File: config.mk
export PLATFORM = sky130hd
export DESIGN_NAME = pc_nzp_unit
export DESIGN_NICKNAME = d
export VERILOG_FILES = /design/src/rtl/pc_nzp_unit_pkg.sv /design/src/rtl/pc_return_stack.sv /design/src/rtl/pc_nzp_unit.sv
export SDC_FILE = /design/constraint.sdc
export NUM_CORES = 1
export LEC_CHECK = 0
export CAP_MARGIN = 25
export CORE_MARGIN = 2
export CORE_UTILIZATION = 31
export DETAILED_ROUTE_END_ITERATION = 16
export PLACE_DENSITY = 0.51
export REMOVE_ABC_BUFFERS = 1
export SYNTH_ARGS = -nofsm -noshare
export SYNTH_HDL_FRONTEND = slang
export SYNTH_SLANG_ARGS = --single-unit
File: constraint.sdc
create_clock -name clock -period 3.4 [get_ports clock]
set_input_delay 0.34 -clock clock [delete_from_list [all_inputs] [get_ports clock]]
set_output_delay 0.34 -clock clock [all_outputs]
set_load 0.01 [all_outputs]
File: src/rtl/pc_nzp_unit_pkg.sv
// pc_nzp_unit_pkg
// Shared encodings for the per-thread PC / NZP unit and its return stack:
// core phase codes, next-PC operation codes, NZP flag bit positions and the
// return-stack geometry. Also provides the branch-condition helper.
package pc_nzp_unit_pkg;

    // Core phases this unit reacts to; every other phase holds all state.
    localparam logic [2:0] CORE_EXECUTE = 3'b101;
    localparam logic [2:0] CORE_UPDATE  = 3'b110;

    // Next-PC operation selected by the decoder.
    typedef enum logic [1:0] {
        PC_SEQ   = 2'b00,
        PC_BRNZP = 2'b01,
        PC_CALL  = 2'b10,
        PC_RET   = 2'b11
    } pc_mux_e;

    // Bit positions inside the {N,Z,P} flag vector.
    localparam int NZP_N = 2;
    localparam int NZP_Z = 1;
    localparam int NZP_P = 0;

    // Return stack geometry: 4 entries, occupancy counter must reach 4.
    localparam int RETURN_STACK_DEPTH = 4;
    localparam int STACK_PTR_W        = 3;
    localparam int STACK_IDX_W        = 2;

    // A branch is taken when any flag selected by the mask is currently set.
    function automatic logic branch_taken(input logic [2:0] flags,
                                          input logic [2:0] mask);
        return (flags[NZP_N] & mask[NZP_N]) |
               (flags[NZP_Z] & mask[NZP_Z]) |
               (flags[NZP_P] & mask[NZP_P]);
    endfunction

endpackage

File: src/rtl/pc_return_stack.sv
// pc_return_stack
// Four-entry LIFO of 8-bit return addresses with an occupancy counter.
// Push is ignored when full and pop is ignored when empty, so the caller
// only needs to look at full_o / empty_o to decide on error reporting.
// Entries are never cleared; a reset only discards them via the counter.
//
// Ports:
//   clock        rising-edge clock
//   reset        synchronous, active-high; clears occupancy
//   enable_i     all state holds while low
//   push_i       push push_data_i (when not full)
//   pop_i        pop the top entry (when not empty)
//   push_data_i  return address to push
//   top_o        current top entry (valid when not empty)
//   depth_o      occupancy, 0..4
//   full_o       occupancy == 4
//   empty_o      occupancy == 0
module pc_return_stack
    import pc_nzp_unit_pkg::*;
(
    input  logic                   clock,
    input  logic                   reset,
    input  logic                   enable_i,
    input  logic                   push_i,
    input  logic                   pop_i,
    input  logic [7:0]             push_data_i,
    output logic [7:0]             top_o,
    output logic [STACK_PTR_W-1:0] depth_o,
    output logic                   full_o,
    output logic                   empty_o
);

    logic [7:0]             entries_q [RETURN_STACK_DEPTH];
    logic [STACK_PTR_W-1:0] depth_q;
    logic [STACK_PTR_W-1:0] depth_d;
    logic [STACK_IDX_W-1:0] wr_idx;
    logic [STACK_IDX_W-1:0] top_idx;
    logic                   do_push;
    logic                   do_pop;

    assign full_o  = (depth_q == STACK_PTR_W'(RETURN_STACK_DEPTH));
    assign empty_o = (depth_q == '0);
    assign do_push = push_i & ~full_o;
    assign do_pop  = pop_i & ~empty_o;

    // Low bits of the count address the next free slot; one below it is the
    // top. At depth 4 the low bits wrap to 0 so top_idx correctly becomes 3.
    assign wr_idx  = depth_q[STACK_IDX_W-1:0];
    assign top_idx = depth_q[STACK_IDX_W-1:0] - STACK_IDX_W'(1);
    assign top_o   = entries_q[top_idx];
    assign depth_o = depth_q;

    always_comb begin
        depth_d = depth_q;
        if (do_push) begin
            depth_d = depth_q + STACK_PTR_W'(1);
        end else if (do_pop) begin
            depth_d = depth_q - STACK_PTR_W'(1);
        end
    end

    always_ff @(posedge clock) begin
        if (reset) begin
            depth_q <= '0;
        end else if (enable_i) begin
            depth_q <= depth_d;
        end
    end

    // Storage carries no reset; stale entries are unreachable once depth is 0.
    always_ff @(posedge clock) begin
        if (!reset && enable_i && do_push) begin
            entries_q[wr_idx] <= push_data_i;
        end
    end

endmodule

File: src/rtl/pc_nzp_unit.sv
// pc_nzp_unit
// Per-thread next-PC computation and NZP flag register. In EXECUTE it picks
// the next PC (sequential, conditional branch, call, return) using the
// return stack; in UPDATE it optionally latches the ALU flags. Overflow and
// underflow of the return stack are reported through sticky flags and the
// offending CALL/RET falls through to current_pc + 1.
//
// Ports:
//   clock              rising-edge clock
//   reset              synchronous, active-high, highest priority
//   enable             thread active; every register holds while low
//   core_state         core phase (EXECUTE / UPDATE)
//   pc_mux             next-PC op: SEQ, BRnzp, CALL, RET
//   decoded_nzp        branch condition mask {N,Z,P}
//   decoded_immediate  branch / call target
//   nzp_write_enable   latch alu_nzp in UPDATE
//   alu_nzp            ALU flags {N,Z,P}
//   current_pc         PC of the instruction in flight
//   next_pc            registered next PC
//   nzp_out            registered NZP flags
//   stack_depth        return-stack occupancy 0..4
//   stack_overflow     sticky: CALL attempted with a full stack
//   stack_underflow    sticky: RET attempted with an empty stack
module pc_nzp_unit
    import pc_nzp_unit_pkg::*;
(
    input  logic       clock,
    input  logic       reset,
    input  logic       enable,
    input  logic [2:0] core_state,
    input  logic [1:0] pc_mux,
    input  logic [2:0] decoded_nzp,
    input  logic [7:0] decoded_immediate,
    input  logic       nzp_write_enable,
    input  logic [2:0] alu_nzp,
    input  logic [7:0] current_pc,
    output logic [7:0] next_pc,
    output logic [2:0] nzp_out,
    output logic [2:0] stack_depth,
    output logic       stack_overflow,
    output logic       stack_underflow
);

    logic [7:0] next_pc_q, next_pc_d;
    logic [2:0] nzp_q, nzp_d;
    logic       ovf_q, ovf_d;
    logic       unf_q, unf_d;
    logic       push, pop;
    logic [7:0] pc_plus1;
    logic [7:0] stack_top;
    logic       stack_full, stack_empty;

    // Wraps 8'hFF to 8'h00; also the return address pushed by CALL.
    assign pc_plus1 = current_pc + 8'd1;

    pc_return_stack u_stack (
        .clock       (clock),
        .reset       (reset),
        .enable_i    (enable),
        .push_i      (push),
        .pop_i       (pop),
        .push_data_i (pc_plus1),
        .top_o       (stack_top),
        .depth_o     (stack_depth),
        .full_o      (stack_full),
        .empty_o     (stack_empty)
    );

    always_comb begin
        next_pc_d = next_pc_q;
        nzp_d     = nzp_q;
        ovf_d     = ovf_q;
        unf_d     = unf_q;
        push      = 1'b0;
        pop       = 1'b0;

        if (core_state == CORE_EXECUTE) begin
            case (pc_mux_e'(pc_mux))
                PC_SEQ: begin
                    next_pc_d = pc_plus1;
                end
                PC_BRNZP: begin
                    // Uses the flags already registered, so a CMP in the
                    // previous instruction steers this branch.
                    next_pc_d = branch_taken(nzp_q, decoded_nzp) ? decoded_immediate
                                                                  : pc_plus1;
                end
                PC_CALL: begin
                    if (!stack_full) begin
                        push      = 1'b1;
                        next_pc_d = decoded_immediate;
                    end else begin
                        ovf_d     = 1'b1;
                        next_pc_d = pc_plus1;
                    end
                end
                PC_RET: begin
                    if (!stack_empty) begin
                        pop       = 1'b1;
                        next_pc_d = stack_top;
                    end else begin
                        unf_d     = 1'b1;
                        next_pc_d = pc_plus1;
                    end
                end
            endcase
        end

        if (core_state == CORE_UPDATE && nzp_write_enable) begin
            nzp_d = alu_nzp;
        end
    end

    always_ff @(posedge clock) begin
        if (reset) begin
            next_pc_q <= 8'h00;
            nzp_q     <= 3'b000;
            ovf_q     <= 1'b0;
            unf_q     <= 1'b0;
        end else if (enable) begin
            next_pc_q <= next_pc_d;
            nzp_q     <= nzp_d;
            ovf_q     <= ovf_d;
            unf_q     <= unf_d;
        end
    end

    assign next_pc         = next_pc_q;
    assign nzp_out         = nzp_q;
    assign stack_overflow  = ovf_q;
    assign stack_underflow = unf_q;

endmodule

* Word-level counts from Yosys, hierarchy flattened
Memory sizes are Yosys's and may differ from the RTL's.
Cells that the tools add are included.
** Storage, ports and cells
- Flip-flop bits (word level) :: 16
- Memory bits (writable) :: 32
- Bits of input ports :: 31
- Output and inout bits :: 16
- Word-level logic and storage cells :: 51
- Memories :: 1
** Cells by class
- Add/sub/neg operators :: 4
- Equality and inequality tests :: 6
- Multiplexer cells :: 14
- Bitwise operators :: 9
- Reduce and logical (&&, ||, !) cells :: 12
** Memory list
- u_stack.entries_q :: depth 4, bits a word 8, rd ports 1, clocked after memory_dff 0, write ports 1, line pc_return_stack.sv:33 : logic [7:0] entries_q [RETURN_STACK_DEPTH];
** Operators by type and width (count)
- $pmux 8 s4 :: 1
- $mux 8 :: 3
- $eq 3x3->1 const B :: 3
- $add 8x1->8 const B :: 1
- $mux 1 :: 8
- $reduce_and 4->1 :: 2
- $mux 3 :: 2
- $reduce_and 2->1 :: 3
- $and 1x1->1 :: 5
- $eq 2x2->1 const B :: 2
- $add 3x1->3 const B :: 1
- $logic_and 1x1->1 :: 3
- $logic_not 3->1 :: 1
- $sub 3x1->3 const B :: 1
- $eq 2x1->1 const B :: 1
- $logic_not 2->1 :: 1
- $not 1->1 :: 2
- $or 1x1->1 :: 2
- $reduce_bool 2->1 :: 1
- $sub 2x1->2 const B :: 1
- $logic_not 1->1 :: 1

* Depth between registers and ports, before layout
Gate-level depths: netlist of the first run.
- Depth in word-level cells :: 8
- Depth in mapped cells :: 9
- Depth with buffers taken out :: 8

* By module
Synthesis of the first run repeated with hierarchy kept, for this count alone.
** Second synthesis, totals
- Cells, all modules :: 183
- Area, all modules :: 2321.0 um2
** By module, submodules not included
- pc_return_stack :: instances 1, cells an instance 78, area an instance 1455.1 um2, sequential area each 1021.0 um2
- pc_nzp_unit :: instances 1, cells an instance 105, area an instance 865.8 um2, sequential area each 260.2 um2

* Worst setup path after synthesis of the first run
Ideal clock, no wire load.
- Kind :: register to register
- Start :: reg u_stack.depth_q[0], in the netlist u_stack.depth_o[0]
- End :: reg u_stack.depth_q[2], in the netlist u_stack.depth_o[2]
- Library setup time :: 0.071 ns
- Arrival time :: 2.685 ns
- Data required time :: 3.329 ns
- Setup slack :: 0.645 ns
- Stages on the path, launching flop included :: 10
- Buffers on the path :: 1
- Clock period less this slack :: 2.755 ns
- Cells stage by stage :: dfxtp_1 > buf_2 > inv_1 > ha_1 > and2_1 > or3_1 > fa_1 > o31a_1 > or4_1 > a21oi_1
** Between the ends
- Word-level cells in the longest chain between the ends :: 7
- Elaborated cells between the ends (all ways) :: 18
- Classes of those cells :: add/sub (2); eq/ne (1); mux (8); bitwise (4); reduce/logical (3)
** RTL lines
- start: declaration :: line pc_return_stack.sv:34 : logic [STACK_PTR_W-1:0] depth_q;
- start signal: assignment :: line pc_return_stack.sv:66 : depth_q <= depth_d;
- $eq 3x3->1 / $logic_not 3->1 (equally long branches) :: line pc_return_stack.sv:41, pc_return_stack.sv:42
- $mux 1 (on tied branches) :: line pc_nzp_unit.sv:89, pc_nzp_unit.sv:98
- $mux 1 :: line pc_nzp_unit.sv:78 : case (pc_mux_e'(pc_mux))
- $mux 1 :: line pc_nzp_unit.sv:77 : if (core_state == CORE_EXECUTE) begin
- $and 1x1->1 (on tied branches) :: line pc_return_stack.sv:43, pc_return_stack.sv:44
- $reduce_bool 2->1 (no source line)
- $reduce_and 2->1 (no source line)
Several ways; a longest one is shown, not always the timed one. The select of a mux whose other input is x is not followed.
A chain may end at the register's enable or synchronous reset.

* Worst setup path after layout of the first run
- Start :: reg u_stack.depth_q[1], in the netlist u_stack.depth_o[1]
- End :: reg u_stack.depth_q[2], in the netlist u_stack.depth_o[2]
The elaborated chain is that of the path after synthesis.

==> results of run 1 <==
-- per-stage QoR --
| step | area, um2 | total power, mW | hold WS (ns) |
|---|---|---|---|
| 3_3_place_gp | 2820 | 0.768 | 0.452 |
| 4_1_cts | 2940 | 1.20 | 0.491 |
| 6_report | 2940 | 1.19 | 0.481 |
| 5_1_grt | 2940 | 1.24 | 0.497 |
| 3_5_place_dp | 2820 | 0.768 | 0.470 |
| 2_1_floorplan | 2200 | 0.695 | 0.409 |
-- final cells by class --
type / instances / area [um2]
clock inverters: 2 / 38.8
repair buffers: 50 / 490
well taps: 96 / 120
inverters: 7 / 26.3
fillers: 656 / 3930
flip-flops and latches: 48 / 1280
clock buffers: 6 / 82.6
multi-input cells: 115 / 897
-- power breakdown --
group	switching, mW	internal [mW]
Clock	0.196	0.241
Combinational	0.0602	0.0631
Sequential	0.00295	0.628
-- synthesized netlist by cell type, drive strengths merged, types with 2 or more instances --
cell type / instances / share of area
inv: 7 / 0.012
xnor2: 4 / 0.016
nor3: 3 / 0.0067
nand2b: 3 / 0.0095
and2: 5 / 0.014
mux4: 8 / 0.081
o21ai: 4 / 0.0090
o21a: 3 / 0.010
a32oi: 5 / 0.020
dfxtp: 16 / 0.14
a211oi: 5 / 0.017
o211ai: 4 / 0.013
a311oi: 3 / 0.012
ha: 5 / 0.028
nand4: 2 / 0.0056
edfxtp: 32 / 0.43
nor4: 3 / 0.0084
nand3: 4 / 0.0090
a31oi: 8 / 0.022
or2: 3 / 0.0084
nand2: 8 / 0.013
a21oi: 4 / 0.0090
buf: 3 / 0.0062
clkbuf: 3 / 0.0051
nor2: 15 / 0.025
-- path summary, 6_finish.rpt --
| path | from | depth (start not counted) | endpoint |
|---|---|---|---|
| hold / removal | stack_underflow | 2 | stack_underflow |
| hold reg to reg | stack_underflow | 2 | stack_underflow |
| setup / recovery | u_stack.depth_o[1] | 8 | u_stack.depth_o[2] |
| setup reg to reg | u_stack.depth_o[1] | 8 | u_stack.depth_o[2] |
-- cells by family (layout without fill, tap and decap cells) --
| logic type | Yosys count | after routing |
|---|---|---|
| and+or+nand+nor | 52 | 52 |
| DFF | 48 | 48 |
| AOI/OAI and AO/OA | 43 | 43 |
| buffers and inverters | 13 | 65 |
| muxes | 9 | 9 |
| adders and majority gates | 6 | 6 |
| xor gates and xnor gates | 5 | 5 |
-- sequential cells by signal, indices dropped and copies added (netlist names) --
signal and cells:
stack_overflow 1, next_pc 8, stack_underflow 1, u_stack.entries_q 32
u_stack.depth_o 3, nzp_out 3
-- routing by layer --
metal  global-route usage  part of all wire  vias to the layer above
met5                    0                 0                        -
met4               0.0331            0.0096                        0
met3               0.0373             0.058                        6
met2                0.238              0.47                       51
met1                0.188              0.46                      792
li1                     -                 -                      793
-- worst max-delay path, stage by stage, from the launching register on --
cell and delay [ns]:
sky130_fd_sc_hd__dfxtp_1 0.46, sky130_fd_sc_hd__inv_1 0.10, sky130_fd_sc_hd__ha_1 0.25, sky130_fd_sc_hd__and2_1 0.23
sky130_fd_sc_hd__or3_1 0.40, sky130_fd_sc_hd__fa_1 0.39, sky130_fd_sc_hd__o31a_1 0.13, sky130_fd_sc_hd__or4_1 0.40
sky130_fd_sc_hd__a21oi_1 0.15
==> impl_metrics.prom, run 1 <==
# TYPE chip_impl_metric gauge
chip_impl_metric{name="die-width",unit="um"} 88.8
chip_impl_metric{name="finalSetupViolations",unit=""} 0
chip_impl_metric{name="post-route-drc-count",unit=""} 0
chip_impl_metric{name="fin_ws",unit="ns"} 0.839
chip_impl_metric{name="placed_instance_count",unit=""} 316
chip_impl_metric{name="ys.warnings.count",unit=""} 0
chip_impl_metric{name="rows",unit=""} 30
chip_impl_metric{name="hpwlAfterDp",unit="um"} 3910
chip_impl_metric{name="synth_seq_area_share",unit=""} 0.575
chip_impl_metric{name="max_freq",unit="MHz"} 390
chip_impl_metric{name="grt-ovfl-total",unit=""} 0
chip_impl_metric{name="cts_max_level",unit=""} 2
chip_impl_metric{name="leakagePower",unit="nW"} 0.953
chip_impl_metric{name="grt_max_degree",unit=""} 18
chip_impl_info{name="cp-end-kind",value="register"} 1
chip_impl_metric{name="postSynthAreaPerCell",unit="um2"} 12.7
chip_impl_metric{name="clkLatencyLatePin",unit="ns"} 0.30
chip_impl_metric{name="number_of_distinct_library_cells_after_synthesis",unit=""} 44
chip_impl_metric{name="totalWireLength",unit="um"} 5520
chip_impl_info{name="holdCritPathClass",value="register to register"} 1
chip_impl_metric{name="synth_compound_area_frac",unit=""} 0.139
chip_impl_metric{name="ctsLongestPathBuffers",unit=""} 2
chip_impl_metric{name="fin_crit_sh",unit=""} 0.753
chip_impl_metric{name="vias_per_instance",unit=""} 5.07
chip_impl_metric{name="vias_in_the_first_global_route",unit=""} 1558
chip_impl_metric{name="post_drt_wl_per_cell",unit="um"} 17.0
chip_impl_metric{name="grt_pass1_wl",unit="um"} 8220
chip_impl_metric{name="post_synth_inst_count",unit=""} 176
chip_impl_metric{name="r2r_slack",unit="ns"} 0.84
chip_impl_metric{name="cts_hold_repair.buffers",unit=""} 0
chip_impl_metric{name="fin_util",unit=""} 0.428
chip_impl_info{name="final_cell_mix",value="46 x sky130_fd_sc_hd__clkdlybuf4s50_1, 32 x sky130_fd_sc_hd__edfxtp_1, 16 x sky130_fd_sc_hd__dfxtp_1"} 1
chip_impl_info{name="rsz0062_at_grt",value="false"} 1
chip_impl_metric{name="floorplan.die_area",unit="um2"} 7890
chip_impl_metric{name="synthArstFlopShare",unit=""} 0
chip_impl_metric{name="synth-simple-area-share",unit=""} 0.121
chip_impl_metric{name="final.min_clock_period",unit="ns"} 2.56
chip_impl_info{name="clock_tree_from_tritoncts",value="built"} 1
chip_impl_metric{name="final_nets",unit=""} 264
chip_impl_metric{name="post_route_cells_drive_above_1_share",unit=""} 0.110
chip_impl_metric{name="yosys.area_share.adder",unit=""} 0.0370
chip_impl_metric{name="vdd_drop_max",unit="mV"} 0.168
chip_impl_metric{name="worst_case_clock_skew",unit="ns"} 0.00505
chip_impl_metric{name="antenna_found_initial",unit=""} 0
chip_impl_metric{name="port_buffers",unit=""} 46
chip_impl_info{name="ys_dominant_reg_cell",value="sky130_fd_sc_hd__edfxtp_1"} 1
chip_impl_metric{name="fp.coreArea",unit="um2"} 6870
chip_impl_info{name="synth_top_family_by_area",value="compound AO/OA/AOI/OAI gates"} 1
chip_impl_metric{name="synth.ff_latch_count",unit=""} 48
chip_impl_metric{name="cts-buffers-inserted",unit=""} 5
chip_impl_metric{name="timing.max_slew.rel_slack",unit=""} 0.426
chip_impl_metric{name="starting_density_of_the_core",unit=""} 0.325
chip_impl_metric{name="max_cap_viol_count",unit=""} 0
chip_impl_metric{name="dr.pass1.iters",unit=""} 4
chip_impl_metric{name="power_density",unit="nW/um2"} 406
chip_impl_metric{name="post_synthesis_share_of_cell_area_spent_on_xor_and_xnor_gates",unit=""} 0.0196
chip_impl_info{name="layout.cells.most_common",value="sky130_fd_sc_hd__clkdlybuf4s50_1"} 1
chip_impl_metric{name="path_clk_slew",unit="ns"} 0.09
chip_impl_metric{name="clkSinkCount",unit=""} 48
chip_impl_metric{name="detailedPlace.worstSlack",unit="ns"} 0.799
chip_impl_metric{name="syn_area",unit="um2"} 2230
chip_impl_metric{name="place_congestion",unit=""} 0.732
chip_impl_metric{name="global_route.usage.total",unit=""} 0.143
chip_impl_metric{name="vias",unit=""} 1642
chip_impl_metric{name="final_cell_count_no_fill",unit=""} 324
chip_impl_metric{name="critical_path_peak_fanout",unit=""} 6
chip_impl_metric{name="postCtsResizedCells",unit=""} 0
chip_impl_metric{name="num_antenna_cells",unit=""} 0
chip_impl_metric{name="max_slew.worst_pin.slew",unit="ns"} 0.861
chip_impl_metric{name="hold_viol_final",unit=""} 0
chip_impl_metric{name="required",unit="ns"} 3.64
chip_impl_metric{name="die_height",unit="um"} 88.8
chip_impl_metric{name="design.portCount",unit=""} 47
chip_impl_metric{name="detail_route.iter0.violations",unit=""} 102
chip_impl_info{name="start_kind",value="register"} 1
chip_impl_metric{name="ant_nets",unit=""} 0
chip_impl_metric{name="finalMaxSlewViolations",unit=""} 0
chip_impl_metric{name="postCtsSetupBuffers",unit=""} 0
chip_impl_info{name="worstSetupPathType",value="register to register"} 1
chip_impl_metric{name="layout-area-overhead-vs-synth",unit="%"} 31.7
chip_impl_info{name="root_buffer",value="sky130_fd_sc_hd__clkbuf_8"} 1
chip_impl_metric{name="post_synth_mux_area_share",unit=""} 0.0853
chip_impl_info{name="outcome",value="finished, final reports clean"} 1
chip_impl_metric{name="synth_edf_count",unit=""} 32
chip_impl_metric{name="cp.arrival",unit="ns"} 2.80
chip_impl_metric{name="fin_tns_setup",unit="ns"} 0
Power figures use the tool's default switching activity.
==> run 2, diff against run 1 <==
--- a/config.mk
+++ b/config.mk
@@ -9,7 +9,7 @@
 export CORE_MARGIN = 2
 export CORE_UTILIZATION = 31
 export DETAILED_ROUTE_END_ITERATION = 16
-export PLACE_DENSITY = 0.51
+export PLACE_DENSITY = 0.53
 export REMOVE_ABC_BUFFERS = 1
 export SYNTH_ARGS = -nofsm -noshare
 export SYNTH_HDL_FRONTEND = slang
==> constraint.sdc (replaced) <==
create_clock -name clock -period 2.3 [get_ports clock]
set_input_delay 0.23 -clock clock [delete_from_list [all_inputs] [get_ports clock]]
set_output_delay 0.23 -clock clock [all_outputs]
set_load 0.01 [all_outputs]
==> run 2 against run 1 <==
Effect of this change:
- register-to-register slack lost 0.77 ns
- sequential share of layout area down 2.8 points
- critical path depth stayed put
- critical path type unchanged
- sequential cell count did not move
- design area rose by 7.2%
- non-clock buffer count grew 17
- clock power grew 40%
- total power grew 46%
==> impl_metrics.prom, run 2 (synthesis gave the netlist of run 1 again) <==
# TYPE chip_impl_metric gauge
chip_impl_info{name="timing.critical_path.slowest_stage_cell",value="sky130_fd_sc_hd__or4_4"} 1
chip_impl_metric{name="largest_register_ffs",unit=""} 32
chip_impl_metric{name="path_clk_slew",unit="ns"} 0.09
chip_impl_metric{name="vias_per_instance",unit=""} 5.01
chip_impl_metric{name="starting_density_of_the_core",unit=""} 0.325
chip_impl_metric{name="num_antenna_cells",unit=""} 0
chip_impl_info{name="cp-end-kind",value="register"} 1
chip_impl_info{name="critical_path.top_delay_family",value="simple AND/OR/NAND/NOR gates"} 1
chip_impl_metric{name="max_slew.worst_pin.slew",unit="ns"} 0.952
chip_impl_info{name="cp_cell_sequence",value="inv_1 -> ha_2 -> and2_4 -> or3_4 -> fa_2 -> o31a_1 -> or4_4 -> a21oi_2"} 1
chip_impl_metric{name="critical_path_cell_count",unit=""} 8
chip_impl_metric{name="min_delay_path_depth",unit=""} 2
chip_impl_metric{name="clkLatencyLatePin",unit="ns"} 0.30
chip_impl_metric{name="fin_ws",unit="ns"} 0.0735
chip_impl_info{name="layout.cells.most_common",value="sky130_fd_sc_hd__clkdlybuf4s50_1"} 1
chip_impl_metric{name="die_height",unit="um"} 88.8
chip_impl_metric{name="design_power_total",unit="mW"} 1.74
chip_impl_metric{name="hpwlAfterDp",unit="um"} 4070
chip_impl_metric{name="clkSinkCount",unit=""} 48
chip_impl_metric{name="post-route-drc-count",unit=""} 0
chip_impl_metric{name="grt-ovfl-total",unit=""} 0
chip_impl_metric{name="die-width",unit="um"} 88.8
chip_impl_metric{name="cts-buffers-inserted",unit=""} 5
chip_impl_metric{name="rows",unit=""} 30
chip_impl_metric{name="worst_case_clock_skew",unit="ns"} 0.00449
chip_impl_metric{name="crit_path_max_incr_delay",unit="ns"} 0.42
chip_impl_info{name="root_buffer",value="sky130_fd_sc_hd__clkbuf_8"} 1
chip_impl_metric{name="fin_crit_sh",unit=""} 0.968
chip_impl_metric{name="final.min_clock_period",unit="ns"} 2.23
chip_impl_metric{name="layout-area-overhead-vs-synth",unit="%"} 41.1
chip_impl_metric{name="ctsLongestPathBuffers",unit=""} 2
chip_impl_metric{name="post_drt_wl_per_cell",unit="um"} 17.0
chip_impl_metric{name="max_freq",unit="MHz"} 449
chip_impl_metric{name="final_cell_count_no_fill",unit=""} 341
chip_impl_metric{name="design.portCount",unit=""} 47
chip_impl_metric{name="timing.max_slew.rel_slack",unit=""} 0.365
chip_impl_metric{name="placed_instance_count",unit=""} 332
chip_impl_metric{name="finalSetupViolations",unit=""} 0
chip_impl_metric{name="power_density",unit="nW/um2"} 554
chip_impl_metric{name="critical_path.n_buffers_inverters",unit=""} 1
chip_impl_metric{name="vdd_drop_max",unit="mV"} 0.401
chip_impl_info{name="final_cell_mix",value="46 x sky130_fd_sc_hd__clkdlybuf4s50_1, 32 x sky130_fd_sc_hd__edfxtp_1, 17 x sky130_fd_sc_hd__buf_4"} 1
chip_impl_metric{name="final-seq-area",unit="um2"} 1280
chip_impl_metric{name="fp.coreArea",unit="um2"} 6870
chip_impl_metric{name="dr.pass1.iters",unit=""} 4
chip_impl_info{name="worstSetupPathType",value="register to register"} 1
chip_impl_metric{name="leakagePower",unit="nW"} 1.05
chip_impl_info{name="start_kind",value="register"} 1
chip_impl_metric{name="vias_in_the_first_global_route",unit=""} 1739
chip_impl_info{name="clock_tree_from_tritoncts",value="built"} 1
chip_impl_metric{name="fillerInstances",unit=""} 661
chip_impl_metric{name="detailedPlace.worstSlack",unit="ns"} -0.0347
chip_impl_metric{name="post_route_cells_drive_above_1_share",unit=""} 0.212
chip_impl_metric{name="global_route.usage.total",unit=""} 0.155
chip_impl_info{name="largest_register",value="u_stack.entries_q"} 1
chip_impl_metric{name="required",unit="ns"} 2.54
chip_impl_metric{name="floorplan.die_area",unit="um2"} 7890
chip_impl_metric{name="vias",unit=""} 1710
chip_impl_metric{name="final_nets",unit=""} 281
chip_impl_info{name="holdCritPathClass",value="register to register"} 1
chip_impl_metric{name="antenna_found_initial",unit=""} 0
chip_impl_metric{name="hold_viol_final",unit=""} 0
chip_impl_metric{name="totalWireLength",unit="um"} 5800
chip_impl_metric{name="reg2regPathDepth",unit=""} 8
chip_impl_metric{name="port_buffers",unit=""} 46
chip_impl_metric{name="critical_path_peak_fanout",unit=""} 2
chip_impl_metric{name="ant_nets",unit=""} 0
chip_impl_metric{name="detail_route.iter0.violations",unit=""} 94
chip_impl_metric{name="cts_max_level",unit=""} 2
chip_impl_info{name="outcome",value="finished, final reports clean"} 1
chip_impl_metric{name="multi_input_comb_area",unit="um2"} 937
chip_impl_info{name="rsz0062_at_grt",value="false"} 1
chip_impl_metric{name="grt_max_degree",unit=""} 17
chip_impl_metric{name="grt_pass1_wl",unit="um"} 8870
chip_impl_metric{name="max_cap_viol_count",unit=""} 0
chip_impl_metric{name="cp.arrival",unit="ns"} 2.46
chip_impl_metric{name="finalMaxSlewViolations",unit=""} 0
chip_impl_metric{name="place_congestion",unit=""} 0.752
## run 2: cell count changes in the layout (fill, tap and decap cells not counted), moves of 2 or more
cell	before	now
sky130_fd_sc_hd__dfxtp_2	0	2
sky130_fd_sc_hd__buf_12	0	4
sky130_fd_sc_hd__buf_4	4	17
sky130_fd_sc_hd__dfxtp_1	16	14
## run 2: through the flow
step | hold WS [ns] | setup TNS (ns) | area (um2) | util
floorplan | 0.299 | -3.52 | 2200 | -
global placement | 0.451 | -0.00320 | 2990 | 0.435
detailed placement | 0.463 | -0.0347 | 2990 | 0.435
CTS | 0.473 | 0 | 3100 | 0.451
global route | 0.474 | 0 | 3150 | 0.458
finish | 0.478 | 0 | 3150 | 0.458
## run 2: power breakdown
group          switching [mW]  internal, mW  leakage, nW
clock network           0.287         0.322       0.0558
logic                  0.0963         0.104        0.578
registers             0.00399         0.929        0.418
## run 2: layout make-up
type / count / area share
sequential: 48 / 0.408
multi-input combinational: 115 / 0.298
timing repair buffer: 67 / 0.212
tap: 96 / 0.0382
clock buffer: 5 / 0.0219
clock inverter: 3 / 0.0135
inverter: 7 / 0.00835
## run 2: path summary, 6_finish.rpt
path,slack (ns),end,startpoint
max,0.07,u_stack.depth_o[2],u_stack.depth_o[0]
min,0.48,stack_underflow,stack_underflow
max reg2reg,0.07,u_stack.depth_o[2],u_stack.depth_o[0]
min reg2reg,0.48,stack_underflow,stack_underflow
## run 2: worst reg2reg max path: cells and delay by family, from the launching register on
| family | cells | cell delay, ns |
|---|---|---|
| AOI/OAI and AO/OA | 2 | 0.26 |
| adders and majority gates | 2 | 0.56 |
| buffers and inverters | 1 | 0.06 |
| DFF | 1 | 0.33 |
| and+or+nand+nor | 3 | 0.95 |
## run 2: what timing repair did
action,CTS,global route
setup buffers,0,1
hold buffers,0,0
gates resized for setup,0,12
endpoints found under the setup margin,0,1
## run 2: metal layers
metal  global-route usage  up-vias  share of wire
met5                    0        -              0
met4               0.0565        0          0.013
met3               0.0457        8          0.069
met2                0.243       64           0.46
met1                0.203      816           0.46
li1                     -      822              -
